## src/rtl/mcp9808_pkg.sv

```systemverilog
// Shared types and widths for the MCP9808 multi-sensor poller.
package mcp9808_pkg;

    localparam int unsigned TEMP_W   = 12;
    localparam int unsigned SIGN_W   = 1;
    localparam int unsigned COMP_W   = 3;
    localparam int unsigned ADDR_W   = 3;
    localparam int unsigned MINMAX_W = SIGN_W + TEMP_W;

    typedef enum logic [2:0] {
        StIdle,
        StIssue,
        StWaitBusy,
        StWaitDone,
        StStore,
        StNext
    } state_e;

    typedef struct packed {
        logic [TEMP_W-1:0] temp;
        logic              sign;
        logic [COMP_W-1:0] comp;
    } reading_t;

    // True when {sign, magnitude} value a ranks strictly below b; any negative is below any
    // non-negative, and a larger negative magnitude is lower.
    function automatic logic sm_less(input logic [MINMAX_W-1:0] a,
                                     input logic [MINMAX_W-1:0] b);
        int va;
        int vb;
        va = a[TEMP_W] ? -int'(a[TEMP_W-1:0]) : int'(a[TEMP_W-1:0]);
        vb = b[TEMP_W] ? -int'(b[TEMP_W-1:0]) : int'(b[TEMP_W-1:0]);
        return va < vb;
    endfunction

endpackage

```

## src/rtl/mcp9808_slot.sv

```systemverilog
// One channel's stored reading, valid and sticky-error flags, plus optional running
// max/min (enabled by MCP9808_POLLER_MINMAX_EN).
module mcp9808_slot
    import mcp9808_pkg::*;
(
    input  logic                clk,
    input  logic                rst,
    input  logic                store,
    input  logic                set_err,
    input  reading_t            rd_in,
    output reading_t            rd_out,
    output logic                valid,
    output logic                err,
    output logic                alert
`ifdef MCP9808_POLLER_MINMAX_EN
    ,
    output logic [MINMAX_W-1:0] max_out,
    output logic [MINMAX_W-1:0] min_out
`endif
);

    reading_t data_q, data_d;
    logic     valid_q, valid_d;
    logic     err_q, err_d;

    // A store always wins over a timeout; the two never coincide for one channel.
    always_comb begin
        data_d  = data_q;
        valid_d = valid_q;
        err_d   = err_q;
        if (store) begin
            data_d  = rd_in;
            valid_d = 1'b1;
            err_d   = 1'b0;
        end else if (set_err) begin
            err_d = 1'b1;
        end
    end

    // Slot state registers.
    always_ff @(posedge clk) begin
        if (rst) begin
            data_q  <= '0;
            valid_q <= 1'b0;
            err_q   <= 1'b0;
        end else begin
            data_q  <= data_d;
            valid_q <= valid_d;
            err_q   <= err_d;
        end
    end

    assign rd_out = data_q;
    assign valid  = valid_q;
    assign err    = err_q;
    assign alert  = valid_q & (|data_q.comp);

`ifdef MCP9808_POLLER_MINMAX_EN
    logic [MINMAX_W-1:0] max_q, max_d;
    logic [MINMAX_W-1:0] min_q, min_d;
    logic [MINMAX_W-1:0] new_v;

    assign new_v = {rd_in.sign, rd_in.temp};

    // The first reading seeds both extremes; later readings only widen the range.
    always_comb begin
        max_d = max_q;
        min_d = min_q;
        if (store) begin
            if (!valid_q) begin
                max_d = new_v;
                min_d = new_v;
            end else begin
                if (sm_less(max_q, new_v)) max_d = new_v;
                if (sm_less(new_v, min_q)) min_d = new_v;
            end
        end
    end

    // Extreme-value registers.
    always_ff @(posedge clk) begin
        if (rst) begin
            max_q <= '0;
            min_q <= '0;
        end else begin
            max_q <= max_d;
            min_q <= min_d;
        end
    end

    assign max_out = max_q;
    assign min_out = min_q;
`endif

endmodule

```

## src/rtl/mcp9808_poller.sv

```systemverilog
// Scans CH MCP9808 sensors through a shared read core, one transaction per channel, on
// request or periodically. Optional per-channel max/min tracking under
// MCP9808_POLLER_MINMAX_EN adds rd_max/rd_min.
module mcp9808_poller
    import mcp9808_pkg::*;
#(
    parameter int unsigned CH          = 4,
    parameter logic [23:0] ADDR_LIST   = 24'o76543210,
    parameter int unsigned PERIOD_CYC  = 100_000_000,
    parameter int unsigned TIMEOUT_CYC = 1_000_000,
    localparam int unsigned CH_W       = (CH > 1) ? $clog2(CH) : 1
) (
    input  logic                clk,
    input  logic                rst,
    input  logic                auto_en,
    input  logic                scan_req,
    output logic [ADDR_W-1:0]   core_addr,
    output logic                core_update,
    input  logic                core_ready,
    input  logic [TEMP_W-1:0]   core_temp,
    input  logic                core_sign,
    input  logic [COMP_W-1:0]   core_comp,
    input  logic [CH_W-1:0]     rd_ch,
    output logic [TEMP_W-1:0]   rd_temp,
    output logic                rd_sign,
    output logic [COMP_W-1:0]   rd_comp,
    output logic                rd_valid,
`ifdef MCP9808_POLLER_MINMAX_EN
    output logic [MINMAX_W-1:0] rd_max,
    output logic [MINMAX_W-1:0] rd_min,
`endif
    output logic [CH-1:0]       alert,
    output logic [CH-1:0]       err,
    output logic                busy,
    output logic                scan_done
);

    state_e            state_q, state_d;
    logic [CH_W-1:0]   ch_q, ch_d;
    logic [31:0]       per_cnt_q, per_cnt_d;
    logic [31:0]       tmo_cnt_q, tmo_cnt_d;
    logic              pending_q, pending_d;
    logic              core_update_q, core_update_d;
    logic              scan_done_q, scan_done_d;
    logic              per_hit;
    logic              tmo_exp;
    logic              tmo_hit;

    reading_t          core_rd;
    reading_t          data_v [CH];
    logic [CH-1:0]     valid_v;
    logic [ADDR_W-1:0] addr_tbl [CH];

    assign core_rd.temp = core_temp;
    assign core_rd.sign = core_sign;
    assign core_rd.comp = core_comp;

    assign per_hit = auto_en && (per_cnt_q == PERIOD_CYC - 1);
    assign tmo_exp = (tmo_cnt_q >= TIMEOUT_CYC);

    // Next-state logic for the scan sequencer, period counter and pending flag.
    always_comb begin
        state_d       = state_q;
        ch_d          = ch_q;
        tmo_cnt_d     = tmo_cnt_q;
        pending_d     = pending_q;
        core_update_d = 1'b0;
        scan_done_d   = 1'b0;
        tmo_hit       = 1'b0;
        per_cnt_d     = auto_en ? (per_hit ? 32'd0 : per_cnt_q + 32'd1) : 32'd0;

        // Only one missed period is remembered, however many expire during a scan.
        if (per_hit && state_q != StIdle) pending_d = 1'b1;

        unique case (state_q)
            StIdle: begin
                if (scan_req || per_hit || pending_q) begin
                    state_d   = StIssue;
                    ch_d      = '0;
                    tmo_cnt_d = '0;
                    pending_d = 1'b0;
                end
            end
            StIssue: begin
                tmo_cnt_d = tmo_cnt_q + 32'd1;
                if (tmo_exp) begin
                    tmo_hit = 1'b1;
                    state_d = StNext;
                end else if (core_ready) begin
                    core_update_d = 1'b1;
                    state_d       = StWaitBusy;
                end
            end
            StWaitBusy: begin
                tmo_cnt_d = tmo_cnt_q + 32'd1;
                if (tmo_exp) begin
                    tmo_hit = 1'b1;
                    state_d = StNext;
                end else if (!core_ready) begin
                    state_d = StWaitDone;
                end
            end
            StWaitDone: begin
                tmo_cnt_d = tmo_cnt_q + 32'd1;
                if (tmo_exp) begin
                    tmo_hit = 1'b1;
                    state_d = StNext;
                end else if (core_ready) begin
                    state_d = StStore;
                end
            end
            StStore: begin
                state_d = StNext;
            end
            StNext: begin
                if (ch_q == CH_W'(CH - 1)) begin
                    scan_done_d = 1'b1;
                    ch_d        = '0;
                    state_d     = StIdle;
                end else begin
                    ch_d      = ch_q + 1'b1;
                    tmo_cnt_d = '0;
                    state_d   = StIssue;
                end
            end
            default: begin
                state_d = StIdle;
            end
        endcase
    end

    // Sequencer state and registered strobes.
    always_ff @(posedge clk) begin
        if (rst) begin
            state_q       <= StIdle;
            ch_q          <= '0;
            per_cnt_q     <= '0;
            tmo_cnt_q     <= '0;
            pending_q     <= 1'b0;
            core_update_q <= 1'b0;
            scan_done_q   <= 1'b0;
        end else begin
            state_q       <= state_d;
            ch_q          <= ch_d;
            per_cnt_q     <= per_cnt_d;
            tmo_cnt_q     <= tmo_cnt_d;
            pending_q     <= pending_d;
            core_update_q <= core_update_d;
            scan_done_q   <= scan_done_d;
        end
    end

    assign busy        = (state_q != StIdle);
    assign core_update = core_update_q;
    assign scan_done   = scan_done_q;
    assign core_addr   = busy ? addr_tbl[ch_q] : addr_tbl[0];

`ifdef MCP9808_POLLER_MINMAX_EN
    logic [MINMAX_W-1:0] max_v [CH];
    logic [MINMAX_W-1:0] min_v [CH];
`endif

    for (genvar i = 0; i < CH; i++) begin : g_slot
        assign addr_tbl[i] = ADDR_LIST[ADDR_W*i +: ADDR_W];

        mcp9808_slot u_slot (
            .clk     (clk),
            .rst     (rst),
            .store   ((state_q == StStore) && (ch_q == CH_W'(i))),
            .set_err (tmo_hit && (ch_q == CH_W'(i))),
            .rd_in   (core_rd),
            .rd_out  (data_v[i]),
            .valid   (valid_v[i]),
            .err     (err[i]),
            .alert   (alert[i])
`ifdef MCP9808_POLLER_MINMAX_EN
            ,
            .max_out (max_v[i]),
            .min_out (min_v[i])
`endif
        );
    end

    // Read port: out-of-range channels read as an empty, invalid slot.
    always_comb begin
        rd_temp  = '0;
        rd_sign  = 1'b0;
        rd_comp  = '0;
        rd_valid = 1'b0;
`ifdef MCP9808_POLLER_MINMAX_EN
        rd_max   = '0;
        rd_min   = '0;
`endif
        if (32'(rd_ch) < CH) begin
            rd_temp  = data_v[rd_ch].temp;
            rd_sign  = data_v[rd_ch].sign;
            rd_comp  = data_v[rd_ch].comp;
            rd_valid = valid_v[rd_ch];
`ifdef MCP9808_POLLER_MINMAX_EN
            rd_max   = max_v[rd_ch];
            rd_min   = min_v[rd_ch];
`endif
        end
    end

endmodule

```

## config.mk

```make
export PLATFORM = sky130hd
export DESIGN_NAME = mcp9808_poller
export DESIGN_NICKNAME = d
export VERILOG_FILES = /design/src/rtl/mcp9808_pkg.sv /design/src/rtl/mcp9808_slot.sv /design/src/rtl/mcp9808_poller.sv
export SDC_FILE = /design/constraint.sdc
export NUM_CORES = 1
export LEC_CHECK = 0
export CAP_MARGIN = 20
export CORE_MARGIN = 1.5
export CORE_UTILIZATION = 56
export CTS_CLUSTER_DIAMETER = 80
export DETAILED_ROUTE_END_ITERATION = 16
export HOLD_SLACK_MARGIN = 0.03
export PLACE_DENSITY = 0.77
export SYNTH_ARGS = -nofsm -noshare
export SYNTH_HDL_FRONTEND = slang
export SYNTH_HIERARCHICAL = 1
export SYNTH_SLANG_ARGS = --single-unit
export TNS_END_PERCENT = 10
```

## constraint.sdc

```tcl
create_clock -name clk -period 6.2 [get_ports clk]
set_input_delay 0.62 -clock clk [delete_from_list [all_inputs] [get_ports clk]]
set_output_delay 0.62 -clock clk [all_outputs]
set_load 0.03 [all_outputs]
```

==> results of run 1 <==
## metal layers
layer  track usage  vias to the layer above  part of all wire
met5             0                        -                 0
met4        0.0848                        0             0.014
met3        0.0622                       20             0.046
met2         0.412                      147              0.50
met1         0.306                     2764              0.44
li1              -                     2737                 -
## power breakdown
part / switching, mW / internal [mW]
sequential: 0.00561 / 0.930
combinational: 0.0673 / 0.0398
clock: 0.398 / 0.602
## synth_stat cells, drive strengths merged, types with 3 or more instances
cell and count:
a2111oi 3, a211oi 12, a21oi 22, and2 6, and3 15, and4 3
buf 22, clkbuf 28, dfxtp 144, ha 7, inv 16, mux2i 93
mux4 17, nand2 26, nand3 55, nand3b 26, nand4 25, nor2 128
nor3 16, nor4 12, o31a 5, or3 4, or4 3, xnor2 18
xor2 11
## flip-flops by register name, indices dropped and copies added, names as in the netlist, 2 cells and up
signal,cells
g_slot.u_slot/rd_out,64
per_cnt_q,32
tmo_cnt_q,32
g_slot.u_slot/err,4
g_slot.u_slot/valid,4
state_q,3
ch_q,2
## cell usage in the layout, fill, tap and decap left out, types with 8 or more instances in the layout
| cell type | n |
|---|---|
| nor2_1 | 128 |
| a21oi_1 | 21 |
| nor3_1 | 16 |
| and3_1 | 15 |
| xor2_1 | 11 |
| nor4_1 | 12 |
| nand4_1 | 25 |
| clkdlybuf4s50_1 | 51 |
| nand3_1 | 55 |
| mux4_2 | 17 |
| inv_1 | 16 |
| nand3b_1 | 26 |
| dfxtp_1 | 144 |
| mux2i_1 | 93 |
| nand2_1 | 26 |
| a211oi_1 | 12 |
| xnor2_1 | 18 |
| clkbuf_16 | 17 |
| buf_4 | 8 |
## cells by family (layout without fill, tap and decap cells)
group,Yosys count,count (layout)
AND/OR/NAND/NOR,329,329
flip-flops,144,144
multiplexers,110,110
buffers and inverters,66,112
AO/OA/AOI/OAI,61,61
XOR/XNOR,29,29
adder cells (fa/ha/maj),7,7
other,1,1
## worst max-delay path: stages
cell             delay (ns)
clkdlybuf4s50_1        0.66
buf_4                  0.36
mux4_2                 0.55
clkdlybuf4s50_1        0.61
## worst min-delay path by stage
| stage | startpoint | endpoint | cells after the start |
|---|---|---|---|
| 3_3_place_gp | per_cnt_q[0]$_SDFF_PP0_ | per_cnt_q[0]$_SDFF_PP0_ | 1 |
| 5_1_grt | per_cnt_q[0]$_SDFF_PP0_ | per_cnt_q[0]$_SDFF_PP0_ | 1 |
| 3_5_place_dp | per_cnt_q[0]$_SDFF_PP0_ | per_cnt_q[0]$_SDFF_PP0_ | 1 |
| 2_1_floorplan | per_cnt_q[0]$_SDFF_PP0_ | per_cnt_q[0]$_SDFF_PP0_ | 1 |
| 6_report | per_cnt_q[0]$_SDFF_PP0_ | per_cnt_q[0]$_SDFF_PP0_ | 1 |
| 4_1_cts | per_cnt_q[0]$_SDFF_PP0_ | per_cnt_q[0]$_SDFF_PP0_ | 1 |
## final cells by class
cell class | count | area (µm²)
fill | 999 | 3990
clock inverter | 13 | 138
multi-input combinational | 537 | 3770
sequential | 144 | 2880
timing repair buffer | 64 | 624
inverter | 16 | 60.1
tap | 168 | 210
clock buffer | 19 | 443
==> impl_results.md, run 1 <==
* Status: finished clean
* Cell Rows at 40
* WL final at 15600 µm
* Synth area leader: dfxtp_1
* Startpoint types: input port
* Synth Warn # at 6
* Die X at 115 µm
* Endpoint kind of the worst setup timing path: primary output
* Top_reg_cell synth: dfxtp_1
* Worst slew margin at 0.271
* Fin area at 8120 µm²
* Final Hold Fails at 0
* Worst IR drop on VDD at 0.000243 V
* Crit path to: rd_temp[4]
* R2R Path End: tmo_cnt_q[8]$_SDFFE_PP0P_
* # diodes at 0
* Post-Syn Area at 7000 µm²
* Port buffer count at 52
* GR Overflow Total at 0
* Vias in the first global route at 5356
* Area after DPL at 7490 µm²
* Die area at 13200 µm²
* Share of the synthesized area in the top cell type at 0.412
* Main combinational cell family by area after synthesis: simple AND/OR/NAND/NOR gates
* CTS max path bufs at 2
* Worst Path Required at 5.58 ns
* Core Area at 12100 µm²
* Critical path type: input port to primary output
* Gate Count Post-Synth at 747
* H-tree depth at 4
* 1st-iter DRT viols at 514
* Compound-cell area share of the yosys netlist at 0.0638
* Fin cells at 961
* Syn nets at 777
* PostCTS Resize Cnt at 0
* Clock Skew at 0.0104 ns
* Top cells by area, synth: dfxtp_1 41%, mux2i_1 13%, nor2_1 6.9%
* Max frequency at 0.290 GHz
* Final Max Tran Viols at 0
* Max Cap Viol at 0
* Netlist cell types at 52
* Tmin final at 3.44 ns
* Synthesis-stage register bit count at 144
* Initial antenna violation count at 0
* Setup_tns at 0 ns
* Clock Latency Late Sink at 0.43 ns
* Worst hold slack at 0.456 ns
* Critical R2R Launch: per_cnt_q[12]$_SDFF_PP0_
* Multiplexer share of the synthesized area at 0.188
* First-pass DRT Iterations at 6
* Syn avg cell area at 9.38 µm²
* TritonCTS clock tree: done
* Finished Core Util at 0.671
* EDFF count, synth at 0
* CP startpoint: rd_ch[0]
* Design Power at 2.04 mW
* Total CTS buffers at 17
* Final ANT Viol Nets at 0
* Initial Util at 0.578
* Die Y at 115 µm
* Inst Count DP at 925
* Average routed wire per standard cell at 16.2 µm
* Gr usage total at 0.244
* Vias/cell at 5.90
* GPL Wtd Cong at 0.854
* Hold Buf Count CTS at 0
* Final setup viols at 0
* RSZ-0062 raised after global routing: false
* Routed via count at 5668
* Ys async rst share at 0
* Largest net degree at the start of global routing at 82
* Tcrit/Tclk final at 0.555
* Hpwl dp at 9890 µm
* First-pass GRT wire length at 25500 µm
* Post-CTS Setup Bufs at 0
* Layout cell share with drive strength beyond 1 at 0.0820
* Synth Area in Adders at 0.0125
* Simple-Gate Fraction of Synth Area at 0.235
* Measured slew at the worst slew-check pin at 1.09 ns
* Layout area overhead at 16.0%
* CTS root buf: clkbuf_16
* Pwr dens at 251 nW/µm²
* Reg2Reg Setup Slack at 3.06 ns
* Clock Pin Slew Worst Setup and Hold Paths at 0.06 ns
* Top Ports at 54
* Worst Path Max Fanout at 13
* HP Class: flop to flop
* Final #Nets at 810
* CTS sink cnt at 144
* Register area share after synthesis at 0.412
* Post-synthesis xor/xnor area fraction at 0.0363
* Setup ws final at 2.76 ns
* Cell leakage power at 2.62 nW
* Reg2Reg Depth at 5
* Pre-CTS WS at 2.74 ns
* Residual DRC at 0
* Worst EP arrival at 2.82 ns
No activity file was read; power rests on OpenSTA's default activity.
==> inputs of run 2 (changes only) <==
==> constraint.sdc (replaced) <==
create_clock -name clk -period 3.5 [get_ports clk]
set_input_delay 0.35 -clock clk [delete_from_list [all_inputs] [get_ports clk]]
set_output_delay 0.35 -clock clk [all_outputs]
set_load 0.03 [all_outputs]
==> run 2 against run 1 <==
Clock skew decreased by 0.0054 ns. Utilization about the same. Register-to-register slack got worse by 2.6 ns. Clock-buffer cell count increased by 1. Wire length decreased by 4.4%. Cell count increased by 0.31%. Non-clock buffer count increased by 4. Final area about the same. Via count decreased by 0.95%. Highest routed layer unchanged. Hold slack got worse by 0.20 ns. Sequential cell count unchanged. Combinational power increased by 75%.
==> impl_results.md, run 2 (synthesized netlist as in run 1, its figures left out) <==
* H-tree depth at 4 (unchanged)
* Tcrit/Tclk final at 0.879
* CTS sink cnt at 144 (unchanged)
* Total CTS buffers at 17 (unchanged)
* Die area at 13200 µm² (unchanged)
* Clock Skew at 0.00503 ns (was 0.0104 ns)
* Final Hold Fails at 0 (unchanged)
* Final ANT Viol Nets at 0 (unchanged)
* # diodes at 0 (unchanged)
* Final setup viols at 0 (unchanged)
* Max Cap Viol at 0 (unchanged)
* Cell Rows at 40 (unchanged)
* Gr usage total at 0.240 (was 0.244)
* 1st-iter DRT viols at 544 (was 514)
* TritonCTS clock tree: done (unchanged)
* Worst IR drop on VDD at 0.000378 V (was 0.000243 V)
* Final #Nets at 814 (was 810)
* Most common cell after layout, fill and taps aside: dfxtp_1 (unchanged)
* Core Area at 12100 µm² (unchanged)
* Hpwl dp at 9700 µm (was 9890 µm)
* Layout cell share with drive strength beyond 1 at 0.0854 (was 0.0820)
* Routed via count at 5614 (was 5668)
* First-pass DRT Iterations at 6 (unchanged)
* Vias/cell at 5.82 (was 5.90)
* Most frequent cells in the layout: 144 x dfxtp_1, 128 x nor2_1, 93 x mux2i_1 (unchanged)
* WL final at 14900 µm (was 15600 µm)
* Internal Pwr Total at 2.79 mW (was 1.57 mW)
* Cell leakage power at 2.64 nW (was 2.62 nW)
* Metal3 WL at 748 µm (was 716 µm)
* Initial Util at 0.578 (unchanged)
* Design Power at 3.61 mW (was 2.04 mW)
* Max reg flops at 64 (unchanged)
* Final Max Tran Viols at 0 (unchanged)
* Largest net degree at the start of global routing at 72 (was 82)
* Initial antenna violation count at 0 (unchanged)
* Die Y at 115 µm (unchanged)
* Clock Latency Late Sink at 0.43 ns (about the same)
* Measured slew at the worst slew-check pin at 0.805 ns (was 1.09 ns)
* Critical path type: flop to flop (was input port to primary output)
* Gate power share at 0.052 (about the same)
* Residual DRC at 0 (unchanged)
* Clock share of power at 0.489 (was 0.490)
* Tmin final at 3.08 ns
* Max frequency at 0.325 GHz
* Endpoint kind of the worst setup timing path: flop (was primary output)
* Average routed wire per standard cell at 15.5 µm (was 16.2 µm)
* Clock Pin Slew Worst Setup and Hold Paths at 0.06 ns (about the same)
* GR Overflow Total at 0 (unchanged)
* Max layer used: met4 (unchanged)
* DR WL met2 at 7480 µm (was 7730 µm)
* CTS root buf: clkbuf_16 (unchanged)
* RSZ-0062 raised after global routing: false (unchanged)
* Port buffer count at 52 (unchanged)
* Worst Path Required at 3.86 ns (was 5.58 ns)
* Met1 wire length at 6420 µm (was 6920 µm)
* Sw Ratio at 0.226 (was 0.231)
* GPL Wtd Cong at 0.837 (was 0.854)
* Pwr dens at 444 nW/µm² (was 251 nW/µm²)
* Vias in the first global route at 5392 (was 5356)
* Die X at 115 µm (unchanged)
* Setup_tns at 0 ns (unchanged)
* Layout area overhead at 16.0% (about the same)
* HP Class: input port to flop (was flop to flop)
* NetSw at 0.814 mW (was 0.471 mW)
* Sequential share of power at 0.459 (was 0.458)
* CTS max path bufs at 2 (unchanged)
* Worst hold slack at 0.256 ns (was 0.456 ns)
* Worst EP arrival at 3.43 ns (was 2.82 ns)
* Top Ports at 54 (unchanged)
* Worst slew margin at 0.463 (was 0.271)
* Worst Path Max Fanout at 22 (was 13)
* Hold Buf Count CTS at 0 (unchanged)
* Fillcell total at 974 (was 999)
* Post-CTS Setup Bufs at 0 (unchanged)
* PostCTS Resize Cnt at 0 (unchanged)
* First-pass GRT wire length at 25300 µm (was 25500 µm)
* Status: finished clean (unchanged)
* Startpoint types: flop (was input port)
-- run 2: changes by cell type in the layout (fill, tap and decap cells not counted) --
cell and change:
clkinv_2 +2, clkbuf_8 +1, clkinvlp_4 -2, inv_6 -2
buf_6 -1, buf_16 -1, clkbuf_2 -2, buf_4 +8
-- run 2: critical path, cell delays in order, from the launching register on --
cell	delay, ns
dfxtp_1	0.34
or4b_1	0.57
or4_1	0.55
a2111o_1	0.70
a2111oi_1	0.60
mux2i_1	0.24
-- run 2: final timing paths --
check                           start                   endpoint  slack, ns  cells past startpoint
max reg2reg  per_cnt_q[17]$_SDFF_PP0_  tmo_cnt_q[8]$_SDFFE_PP0P_       0.42                      5
min reg2reg   per_cnt_q[0]$_SDFF_PP0_    per_cnt_q[0]$_SDFF_PP0_       0.46                      1
max          per_cnt_q[17]$_SDFF_PP0_  tmo_cnt_q[8]$_SDFFE_PP0P_       0.42                      5
min                               rst  tmo_cnt_q[0]$_SDFFE_PP0P_       0.26                      2
-- run 2: power groups by stage --
stage	Combinational [mW]	Clock, mW	Sequential, mW
2_1_floorplan	0.124	0	1.69
3_3_place_gp	0.183	0	1.69
3_5_place_dp	0.187	0	1.69
4_1_cts	0.189	1.78	1.66
5_1_grt	0.207	1.86	1.66
6_report	0.187	1.76	1.66
-- run 2: metrics by stage --
step | std cells | worst slack (ns) | utilization | area, µm²
floorplan | 747 | 0.938 | - | 7000
global placement | 933 | 0.517 | 0.624 | 7550
detailed placement | 933 | 0.471 | 0.624 | 7550
CTS | 964 | 0.461 | 0.671 | 8130
global route | 964 | 0.285 | 0.671 | 8130
finish | 964 | 0.423 | 0.671 | 8130
-- run 2: metal layers --
metal,vias up,GRT usage
li1,2744,-
met5,-,0
met2,149,0.414
met4,0,0.0922
met3,20,0.0469
met1,2701,0.297
-- run 2: area by class of cell --
cell class	instances	area, µm²	area share
clock buffers	20	457	0.0562
clock inverters	11	115	0.0142
inverters	16	60.1	0.00739
multi-input cells	537	3770	0.463
flip-flops and latches	144	2880	0.355
well taps	168	210	0.0259
repair buffers	68	636	0.0782
